`src/rtl/fetch_unit_pkg.sv`:
```
// fetch_unit_pkg
// Shared constants for the fetch stage: PC-source codes driven by control,
// the canonical NOP word, the fetch FSM state encodings and the slot record.
package fetch_unit_pkg;

   // PC source codes (control -> fetch)
   localparam logic [2:0] PC_NEXT            = 3'd0;
   localparam logic [2:0] PC_COND_BRANCH     = 3'd1;
   localparam logic [2:0] PC_INV_COND_BRANCH = 3'd2;
   localparam logic [2:0] PC_ALWAYS_BRANCH   = 3'd3;
   localparam logic [2:0] PC_JALR            = 3'd4;

   // addi x0,x0,0
   localparam logic [31:0] NOP_INSTR = 32'h0000_0013;

   // Fetch FSM state encodings
   localparam logic [1:0] ST_FETCH   = 2'd0;
   localparam logic [1:0] ST_HOLD    = 2'd1;
   localparam logic [1:0] ST_DISCARD = 2'd2;

   // Fetch/decode slot contents
   typedef struct packed {
      logic        valid;
      logic [31:0] instr;
      logic [31:0] pc;
   } slot_t;

endpackage

```
`src/rtl/fetch_unit_if.sv`:
```
// fetch_unit_if
// Instruction-memory handshake, one outstanding request.
//   imem_req_o   : request outstanding (fetch -> memory)
//   imem_addr_o  : fetch address, stable while imem_req_o is high
//   imem_valid_i : one-cycle response pulse (memory -> fetch)
//   imem_rdata_i : instruction word, qualified by imem_valid_i
interface fetch_unit_if;
   logic        imem_req_o;
   logic [31:0] imem_addr_o;
   logic        imem_valid_i;
   logic [31:0] imem_rdata_i;

   modport master (output imem_req_o, imem_addr_o,
                   input  imem_valid_i, imem_rdata_i);
   modport slave  (input  imem_req_o, imem_addr_o,
                   output imem_valid_i, imem_rdata_i);
endinterface

```
`src/rtl/fetch_unit_next_pc.sv`:
```
// fetch_unit_next_pc
// Combinational redirect decode: decides whether the resolving instruction
// redirects the PC and computes the word-aligned target.
//   i_ex_valid   : resolving instruction is real this cycle
//   i_pcsrc      : PC source code
//   i_zero       : ALU zero flag
//   i_ex_pc      : PC of the resolving instruction
//   i_imm        : sign-extended branch/jump offset
//   i_alu_result : rs1+imm for jalr
//   o_taken      : redirect this cycle
//   o_target     : redirect target, bits [1:0] cleared
module fetch_unit_next_pc
   import fetch_unit_pkg::*;
(
   input  logic        i_ex_valid,
   input  logic [2:0]  i_pcsrc,
   input  logic        i_zero,
   input  logic [31:0] i_ex_pc,
   input  logic [31:0] i_imm,
   input  logic [31:0] i_alu_result,
   output logic        o_taken,
   output logic [31:0] o_target
);

   logic [31:0] w_branch;
   logic [31:0] w_raw;

   assign w_branch = i_ex_pc + i_imm;

   always_comb begin
      o_taken = 1'b0;
      w_raw   = w_branch;
      if (i_ex_valid) begin
         case (i_pcsrc)
            PC_COND_BRANCH:     o_taken = i_zero;
            PC_INV_COND_BRANCH: o_taken = ~i_zero;
            PC_ALWAYS_BRANCH:   o_taken = 1'b1;
            PC_JALR: begin
               o_taken = 1'b1;
               w_raw   = i_alu_result;
            end
            default:            o_taken = 1'b0;
         endcase
      end
   end

   assign o_target = {w_raw[31:2], 2'b00};

endmodule

```
`src/rtl/fetch_unit.sv`:
```
// fetch_unit
// Instruction-fetch stage: PC register, one-outstanding-request handshake to
// instruction memory, skid buffer and registered fetch/decode slot.
//   clk, rst_n                 : clock, async active-low reset
//   stall_i                    : decode cannot accept, hold the slot
//   ex_valid_i .. alu_result_i : redirect information from execute
//   imem                       : instruction-memory handshake (master side)
//   instr_o, pc_o, pc_plus4_o,
//   instr_valid_o              : fetch/decode slot
//
// state      | meaning
// -----------+-----------------------------------------------------------
// ST_FETCH   | request outstanding at r_pc
// ST_HOLD    | response parked in skid buffer, waiting for stall to drop
// ST_DISCARD | stale request in flight after a redirect, drop its data
module fetch_unit
   import fetch_unit_pkg::*;
#(
   parameter logic [31:0] RESET_PC  = 32'h0000_0000,
   parameter logic [31:0] NOP_INSTR = fetch_unit_pkg::NOP_INSTR
) (
   input  logic               clk,
   input  logic               rst_n,
   input  logic               stall_i,
   input  logic               ex_valid_i,
   input  logic [2:0]         PCSrc_i,
   input  logic               Zero_i,
   input  logic [31:0]        ex_pc_i,
   input  logic [31:0]        ImmExt_i,
   input  logic [31:0]        alu_result_i,
   fetch_unit_if.master       imem,
   output logic [31:0]        instr_o,
   output logic [31:0]        pc_o,
   output logic [31:0]        pc_plus4_o,
   output logic               instr_valid_o
);

   logic [1:0]  r_state;
   logic [31:0] r_pc;
   logic [31:0] r_skid;
   slot_t       r_slot;

   logic        w_taken;
   logic [31:0] w_target;
   logic [31:0] w_pc_plus4;

   fetch_unit_next_pc u_next_pc (
      .i_ex_valid   (ex_valid_i),
      .i_pcsrc      (PCSrc_i),
      .i_zero       (Zero_i),
      .i_ex_pc      (ex_pc_i),
      .i_imm        (ImmExt_i),
      .i_alu_result (alu_result_i),
      .o_taken      (w_taken),
      .o_target     (w_target)
   );

   assign w_pc_plus4 = r_pc + 32'd4;

   always_ff @(posedge clk or negedge rst_n) begin
      if (!rst_n) begin
         r_state <= ST_FETCH;
         r_pc    <= RESET_PC;
         r_skid  <= '0;
         r_slot  <= '{valid: 1'b0, instr: NOP_INSTR, pc: 32'd0};
      end else begin
         case (r_state)
            ST_FETCH: begin
               if (w_taken) begin
                  r_pc         <= w_target;
                  r_slot.valid <= 1'b0;
                  // A response arriving with the redirect retires the old
                  // request, so the new one can start right away.
                  r_state      <= imem.imem_valid_i ? ST_FETCH : ST_DISCARD;
               end else if (imem.imem_valid_i) begin
                  r_pc <= w_pc_plus4;
                  if (stall_i) begin
                     r_skid  <= imem.imem_rdata_i;
                     r_state <= ST_HOLD;
                  end else begin
                     r_slot <= '{valid: 1'b1, instr: imem.imem_rdata_i, pc: r_pc};
                  end
               end else if (!stall_i) begin
                  r_slot.valid <= 1'b0;
               end
            end
            ST_HOLD: begin
               if (w_taken) begin
                  r_pc         <= w_target;
                  r_slot.valid <= 1'b0;
                  r_state      <= ST_FETCH;
               end else if (!stall_i) begin
                  // r_pc already advanced past the buffered word
                  r_slot  <= '{valid: 1'b1, instr: r_skid, pc: r_pc - 32'd4};
                  r_state <= ST_FETCH;
               end
            end
            ST_DISCARD: begin
               if (w_taken) begin
                  r_pc         <= w_target;
                  r_slot.valid <= 1'b0;
               end else if (!stall_i) begin
                  r_slot.valid <= 1'b0;
               end
               // Leave as soon as the stale response lands, even when a new
               // redirect arrives in the same cycle; otherwise nothing would
               // ever complete the wait.
               if (imem.imem_valid_i) r_state <= ST_FETCH;
            end
            default: r_state <= ST_FETCH;
         endcase
      end
   end

   // Gated by rst_n so no request is visible while reset is held.
   assign imem.imem_req_o  = rst_n && (r_state == ST_FETCH);
   assign imem.imem_addr_o = r_pc;

   assign instr_o       = r_slot.valid ? r_slot.instr : NOP_INSTR;
   assign pc_o          = r_slot.pc;
   assign pc_plus4_o    = r_slot.pc + 32'd4;
   assign instr_valid_o = r_slot.valid;

endmodule

```
`src/flat_wrapper.sv`:
```
// flat-port wrapper written by rule: the top's interface ports become plain ports
module fetch_unit_flat import fetch_unit_pkg::*;
#(
   parameter logic [31:0] RESET_PC  = 32'h0000_0000,
   parameter logic [31:0] NOP_INSTR = fetch_unit_pkg::NOP_INSTR
)
  (clk, rst_n, stall_i, ex_valid_i, PCSrc_i, Zero_i, ex_pc_i, ImmExt_i, alu_result_i, instr_o, pc_o, pc_plus4_o, instr_valid_o, imem_imem_req_o, imem_imem_addr_o, imem_imem_valid_i, imem_imem_rdata_i);
  fetch_unit_if imem_i ();
  input  logic clk;
  input  logic rst_n;
  input  logic stall_i;
  input  logic ex_valid_i;
  input  logic [2:0] PCSrc_i;
  input  logic Zero_i;
  input  logic [31:0] ex_pc_i;
  input  logic [31:0] ImmExt_i;
  input  logic [31:0] alu_result_i;
  output logic [31:0] instr_o;
  output logic [31:0] pc_o;
  output logic [31:0] pc_plus4_o;
  output logic instr_valid_o;
  output wire logic [$bits(imem_i.imem_req_o)-1:0] imem_imem_req_o;
  output wire logic [$bits(imem_i.imem_addr_o)-1:0] imem_imem_addr_o;
  input wire logic [$bits(imem_i.imem_valid_i)-1:0] imem_imem_valid_i;
  input wire logic [$bits(imem_i.imem_rdata_i)-1:0] imem_imem_rdata_i;
  assign imem_imem_req_o = imem_i.imem_req_o;
  assign imem_imem_addr_o = imem_i.imem_addr_o;
  assign imem_i.imem_valid_i = imem_imem_valid_i;
  assign imem_i.imem_rdata_i = imem_imem_rdata_i;
  fetch_unit #(.RESET_PC(RESET_PC), .NOP_INSTR(NOP_INSTR)) u_core (.clk(clk), .rst_n(rst_n), .stall_i(stall_i), .ex_valid_i(ex_valid_i), .PCSrc_i(PCSrc_i), .Zero_i(Zero_i), .ex_pc_i(ex_pc_i), .ImmExt_i(ImmExt_i), .alu_result_i(alu_result_i), .imem(imem_i), .instr_o(instr_o), .pc_o(pc_o), .pc_plus4_o(pc_plus4_o), .instr_valid_o(instr_valid_o));
endmodule
```
`config.mk`:
```
export PLATFORM = sky130hd
export DESIGN_NAME = fetch_unit_flat
export DESIGN_NICKNAME = d
export VERILOG_FILES = /design/src/rtl/fetch_unit_pkg.sv /design/src/rtl/fetch_unit_if.sv /design/src/rtl/fetch_unit_next_pc.sv /design/src/rtl/fetch_unit.sv /design/src/flat_wrapper.sv
export SDC_FILE = /design/constraint.sdc
export NUM_CORES = 1
export LEC_CHECK = 0
export ABC_CLOCK_PERIOD_IN_PS = 3000
export BUFFER_PORTS_ARGS = -buffer_cell sky130_fd_sc_hd__clkbuf_2
export CORE_MARGIN = 3
export CORE_UTILIZATION = 40
export DETAILED_ROUTE_END_ITERATION = 10
export PLACE_DENSITY = 0.72
export SLEW_MARGIN = 20
export SYNTH_ARGS = -nofsm -noshare
export SYNTH_HDL_FRONTEND = slang
export SYNTH_SLANG_ARGS = --single-unit
```
`constraint.sdc`:
```
create_clock -name clk -period 3 [get_ports clk]
set_input_delay 0.15 -clock clk [delete_from_list [all_inputs] [get_ports clk]]
set_output_delay 0.15 -clock clk [all_outputs]
set_load 0.02 [all_outputs]
```
* Word-level counts from Yosys, hierarchy flattened
Index checks and enable logic that the tools add are counted. W data, S select, Z words.
Cells by class: $add $sub $neg 4, equal/unequal tests 17, mux-type cells 29, bitwise operators 2, reduce and logical (&&, ||, !) cells 12
Operators by type and width (count):
- $mux W32 | 6
- $mux W64 | 3
- $mux W65 | 2
- $pmux W64 S2 | 1
- $add A32 B3 Y32 const B | 2
- $pmux W32 S2 | 1
- $add A32 B32 Y32 | 1
- $sub A32 B3 Y32 const B | 1
- $mux W2 | 7
- $ne A2 B2 Y1 const B | 6
- $ne A3 B3 Y1 const B | 3
- $reduce_and A4 Y1 | 2
- $eq A3 B2 Y1 const B | 2
- $mux W1 | 6
- $pmux W1 S3 | 2
- $pmux W2 S3 | 1
- $reduce_and A3 Y1 | 2
- $reduce_and A6 Y1 | 1
- $ne A4 B4 Y1 const B | 1
- $reduce_bool A2 Y1 | 2
- $reduce_or A2 Y1 | 2
- $eq A3 B1 Y1 const B | 1
- $eq A3 B3 Y1 const B | 1
- $reduce_bool A3 Y1 | 1
- 6 further kinds | 7
Word-level totals: register bits 131, bits of input ports 137, output and inout port bits 130

* Logic depth before layout (Yosys ltp)
depth in word-level cells 6, depth in mapped cells 11

* Cells and area by module
Synthesis repeated with hierarchy kept, for this count alone.
Second synthesis, totals: cell total of the unflattened synthesis 1136, area, all modules 9658.0 um2
Modules (own cells, without submodules):
- fetch_unit | times used 1, cells an instance 847, area an instance 7757.4 um2
- fetch_unit_next_pc | times used 1, cells an instance 289, area an instance 1900.6 um2

* Worst setup path after synthesis
Ideal clock, no wire load.
path kind reg2reg, from reg u_core.r_pc[13] (netlist: u_core.imem.imem_addr_o[13]), to reg u_core.r_slot, in the netlist u_core.pc_o[30], library setup time 133 ps, data arrival time 2696 ps, data required time 2867 ps, slack 171 ps, stages on the path, launching flop included 11, path buffers 3, clock period less this slack 2829 ps, cell sequence dfrtp_1 -> buf_6 -> or4_1 -> or4_1 -> buf_2 -> or2_1 -> buf_2 -> or3_4 -> nor4_4 -> xnor2_1 -> a21oi_2
Between the ends: longest elaborated chain between the ends 4
RTL lines:
- from (decl) | line fetch_unit.sv:39 | logic [31:0] r_pc;
- from (signal assigned) | line fetch_unit.sv:70 | r_pc <= w_target;
- from (signal assigned) | line fetch_unit.sv:76 | r_pc <= w_pc_plus4;
- from (signal assigned) | line fetch_unit.sv:89 | r_pc <= w_target;
- $sub A32 B3 Y32 | line fetch_unit.sv:94 | r_slot <= '{valid: 1'b1, instr: r_skid, pc: r_pc - 32'd4};
- $mux W65 | line fetch_unit.sv:92 | end else if (!stall_i) begin
- $mux W64 | line fetch_unit.sv:88 | if (w_taken) begin
- $pmux W64 S2 | line fetch_unit.sv:67 | case (r_state)
- to (signal assigned) | line fetch_unit.sv:65 | r_slot <= '{valid: 1'b0, instr: NOP_INSTR, pc: 32'd0};
- to (signal assigned) | line fetch_unit.sv:81 | r_slot <= '{valid: 1'b1, instr: imem.imem_rdata_i, pc: r_pc};
- to (signal assigned) | line fetch_unit.sv:94
- to (decl) | line fetch_unit.sv:41 | slot_t r_slot;
No other way between the ends. The select of a mux whose other input is x is not followed. A chain may end at the register's enable or synchronous reset.

* Final worst setup path
from reg u_core.r_slot, in the netlist u_core.pc_o[9], to out pc_plus4_o[28]
Between the ends: longest elaborated chain between the ends 1
RTL lines:
- $add A32 B3 Y32 | line fetch_unit.sv:121 | assign pc_plus4_o = r_slot.pc + 32'd4;
- to (decl) | line flat_wrapper.sv:20 | output logic [31:0] pc_plus4_o;
No other way between the ends.

==> metrics.md <==
| Metric | Value |
|---|---|
| Status | `finished, final reports clean` |
| CTS Buf Count | `17` |
| Max Freq | `358 MHz` |
| Row count | `55` |
| Via density | `5.47` |
| NumNets Final | `1559` |
| Worst VDD drop | `0.000438 V` |
| Root Driver | `clkbuf_16` |
| First-pass GRT wire length | `47800 um` |
| Leading cell type in the layout, fill and taps excluded | `clkbuf_2` |
| Clock sinks | `127` |
| Crit path max fanout | `7` |
| Synthesized area per cell | `8.38 um2` |
| Sw frac | `46.3%` |
| Synth warn | `0` |
| Dpl hpwl | `22300 um` |
| Top FF cell, synth | `dfrtp_1` |
| Post-synth ARST share | `100%` |
| Final worst path period share | `93.2%` |
| TritonCTS clock tree | `yes` |
| Cell Area, Placed | `0.0110 mm2` |
| Antenna violations before repair | `0` |
| Hold Crit Class | `primary input to flop` |
| Drt first pass iters | `6` |
| Synth area leaders | `dfrtp_1 33%, a21oi_1 6.4%, nor2_1 5.3%` |
| Share of layout cells above drive strength 1 | `27.2%` |
| Fillers | `2184` |
| DRT antenna net count | `0` |
| Worst setup SP type | `flop` |
| Final RePlAce weighted congestion | `0.915` |
| Drc violations | `0` |
| Initial Util | `41.3%` |
| Final core occ | `52.2%` |
| Seq/Total Area, Yosys | `33.5%` |
| H-tree Lvls | `4` |
| Clk network pwr share | `18.1%` |
| Mapped Cells | `1132` |
| Logic gate share of total power | `52.7%` |
| Die width | `160 um` |
| Total vias in the final route | `9367` |
| Final Hold Fails | `0` |
| Switch Pwr | `0.00559 W` |
| Endpoint class of the critical path | `output pin` |
| Yosys reg bits | `127` |
| Vias in the first global route | `8992` |
| Total grt overflow | `0` |
| Core box area | `0.0230 mm2` |
| MaxCap Viol Count | `0` |
| Die area | `0.0256 mm2` |
| Final instance area | `0.0120 mm2` |
| Relative slew slack | `45.6%` |
| Yosys cell types | `71` |
| Initial DRC Count | `715` |
| Post-synth EDFFs | `0` |
| All-layer global routing usage | `22.7%` |
| P per Cell Area | `1010 mW/mm2` |
| Most frequent cells in the layout | `257 x clkbuf_2, 132 x nor2_1, 124 x dfrtp_1` |
| Leading area contributor after synthesis | `dfrtp_1` |
| Max Clock Skew | `9.35 ps` |
| Area Overhead vs Synth | `26.5%` |
| Final count of negative-setup-slack endpoints | `0` |
| Min Tclk post-route | `2800 ps` |
| Pint | `0.00649 W` |
| Wire length per cell | `17.3 um` |
| CP Data Arrival Time | `2650 ps` |
| Measured slew at the worst slew-check pin | `816 ps` |
| Seq pwr share | `29.2%` |
| Port Buffers | `258` |
| I/O pins | `267` |
| Reg2Reg Setup Slack | `330 ps` |
| Maximum number of pins on one net before global-route repair | `86` |
| Worst skew pair latency | `420 ps` |
| Clock transition at the registers of the reported paths | `60 ps` |
| Crit path required time | `2850 ps` |
| Routed WL | `29500 um` |
| Diode count | `0` |
| Post-Syn Area | `0.00949 mm2` |
| Leakage | `5.45 nW` |
| Final max-slew violation count | `0` |
| Crit path kind | `flop to output pin` |
| Clk buf depth | `2` |
| Top cell type's share of synthesized area | `32.7%` |
| Chip height | `160 um` |
==> layout make-up <==
type,count,area (um2),area share [%]
sequential,127,3180,26.5
clock buffer,18,439,3.66
timing repair buffer,334,1990,16.6
multi-input combinational,880,5720,47.6
tap,313,392,3.26
inverter,25,93.8,0.782
clock inverter,14,190,1.58
==> power by group through the flow <==
stage	clock network [W]	registers [W]	logic [W]
2_1_floorplan	0	0.00340	0.00451
3_3_place_gp	0	0.00349	0.00620
3_5_place_dp	0	0.00354	0.00631
4_1_cts	0.00223	0.00351	0.00637
5_1_grt	0.00230	0.00366	0.00697
6_report	0.00219	0.00352	0.00636
==> logic make-up (layout without fill, tap and decap cells) <==
family / after synthesis / in the layout / share of synthesized area (%)
buffers and inverters: 130 / 391 / 6.68
AO/OA/AOI/OAI: 286 / 286 / 18.7
XOR/XNOR: 73 / 73 / 6.74
flip-flops: 127 / 127 / 33.5
adder cells (fa/ha/maj): 37 / 37 / 4.88
other: 1 / 6 / 0.0395
multiplexers: 76 / 76 / 8.45
AND/OR/NAND/NOR: 402 / 402 / 21.0
==> worst paths after layout <==
| check | startpoint | end | cells after the start |
|---|---|---|---|
| max | u_core.pc_o[9] | pc_plus4_o[28] | 8 |
| min | alu_result_i[15] | u_core.imem.imem_addr_o[15] | 3 |
| max reg2reg | u_core.r_state[1] | u_core.pc_o[3] | 7 |
| min reg2reg | u_core.r_skid[28] | u_core.r_skid[28] | 1 |
| max in group asynchronous | rst_n | u_core.r_slot[33] | 3 |
| min in group asynchronous | rst_n | u_core.pc_o[9] | 2 |
==> Yosys cell counts (22+ instances only) <==
master / n
mux2_2: 33
nor3_1: 22
a21oi_1: 121
nor2_1: 134
xor2_1: 23
and2_1: 39
clkbuf_1: 63
ha_1: 37
inv_1: 25
mux2i_1: 43
o21ai_0: 49
nand3_1: 32
buf_4: 36
dfrtp_1: 124
nand2_1: 77
xnor2_1: 50
nand4_1: 24
==> registers in the layout, summed over array words and instances (netlist names) <==
name and cells:
u_core.imem.imem_addr_o 30, u_core.instr_valid_o 1, u_core.pc_o 30, u_core.r_skid 32, u_core.r_slot 32, u_core.r_state 2
==> per-stage QoR <==
step	std cells	hold slack, ps	setup WS [ps]	TNS (ps)	power [W]
2_1_floorplan	1137	-146	171	0	0.00791
3_3_place_gp	1642	190	340	0	0.00968
3_5_place_dp	1642	190	295	0	0.00985
4_1_cts	1710	6.31	13.1	0	0.0121
5_1_grt	1711	29.9	-15.9	-15.9	0.0129
6_report	1711	17.7	204	0	0.0121
==> what timing repair did <==
action,in CTS,in global routing
hold endpoints to repair,77,0
resized for setup,0,3
endpoints found under the setup margin,0,4
hold buffers,36,0
setup buffers,0,1
==> metal layers <==
metal,vias up,routed length (um),GRT usage [%]
li1,4548,-,-
met1,4406,13100,30.0
met2,374,13900,38.1
met3,39,1890,4.33
met4,0,605,6.67
met5,-,0,0
==> critical path, stage by stage, from the launching register on <==
cell and delay [ps]:
dfrtp_1 480, and4_1 280, nand4_1 250, nor2_2 230, and4_2 350, and4_1 240, nand2_1 70, xnor2_1 150
clkbuf_2 190
Note: power is estimated with default switching activity, not from simulation.
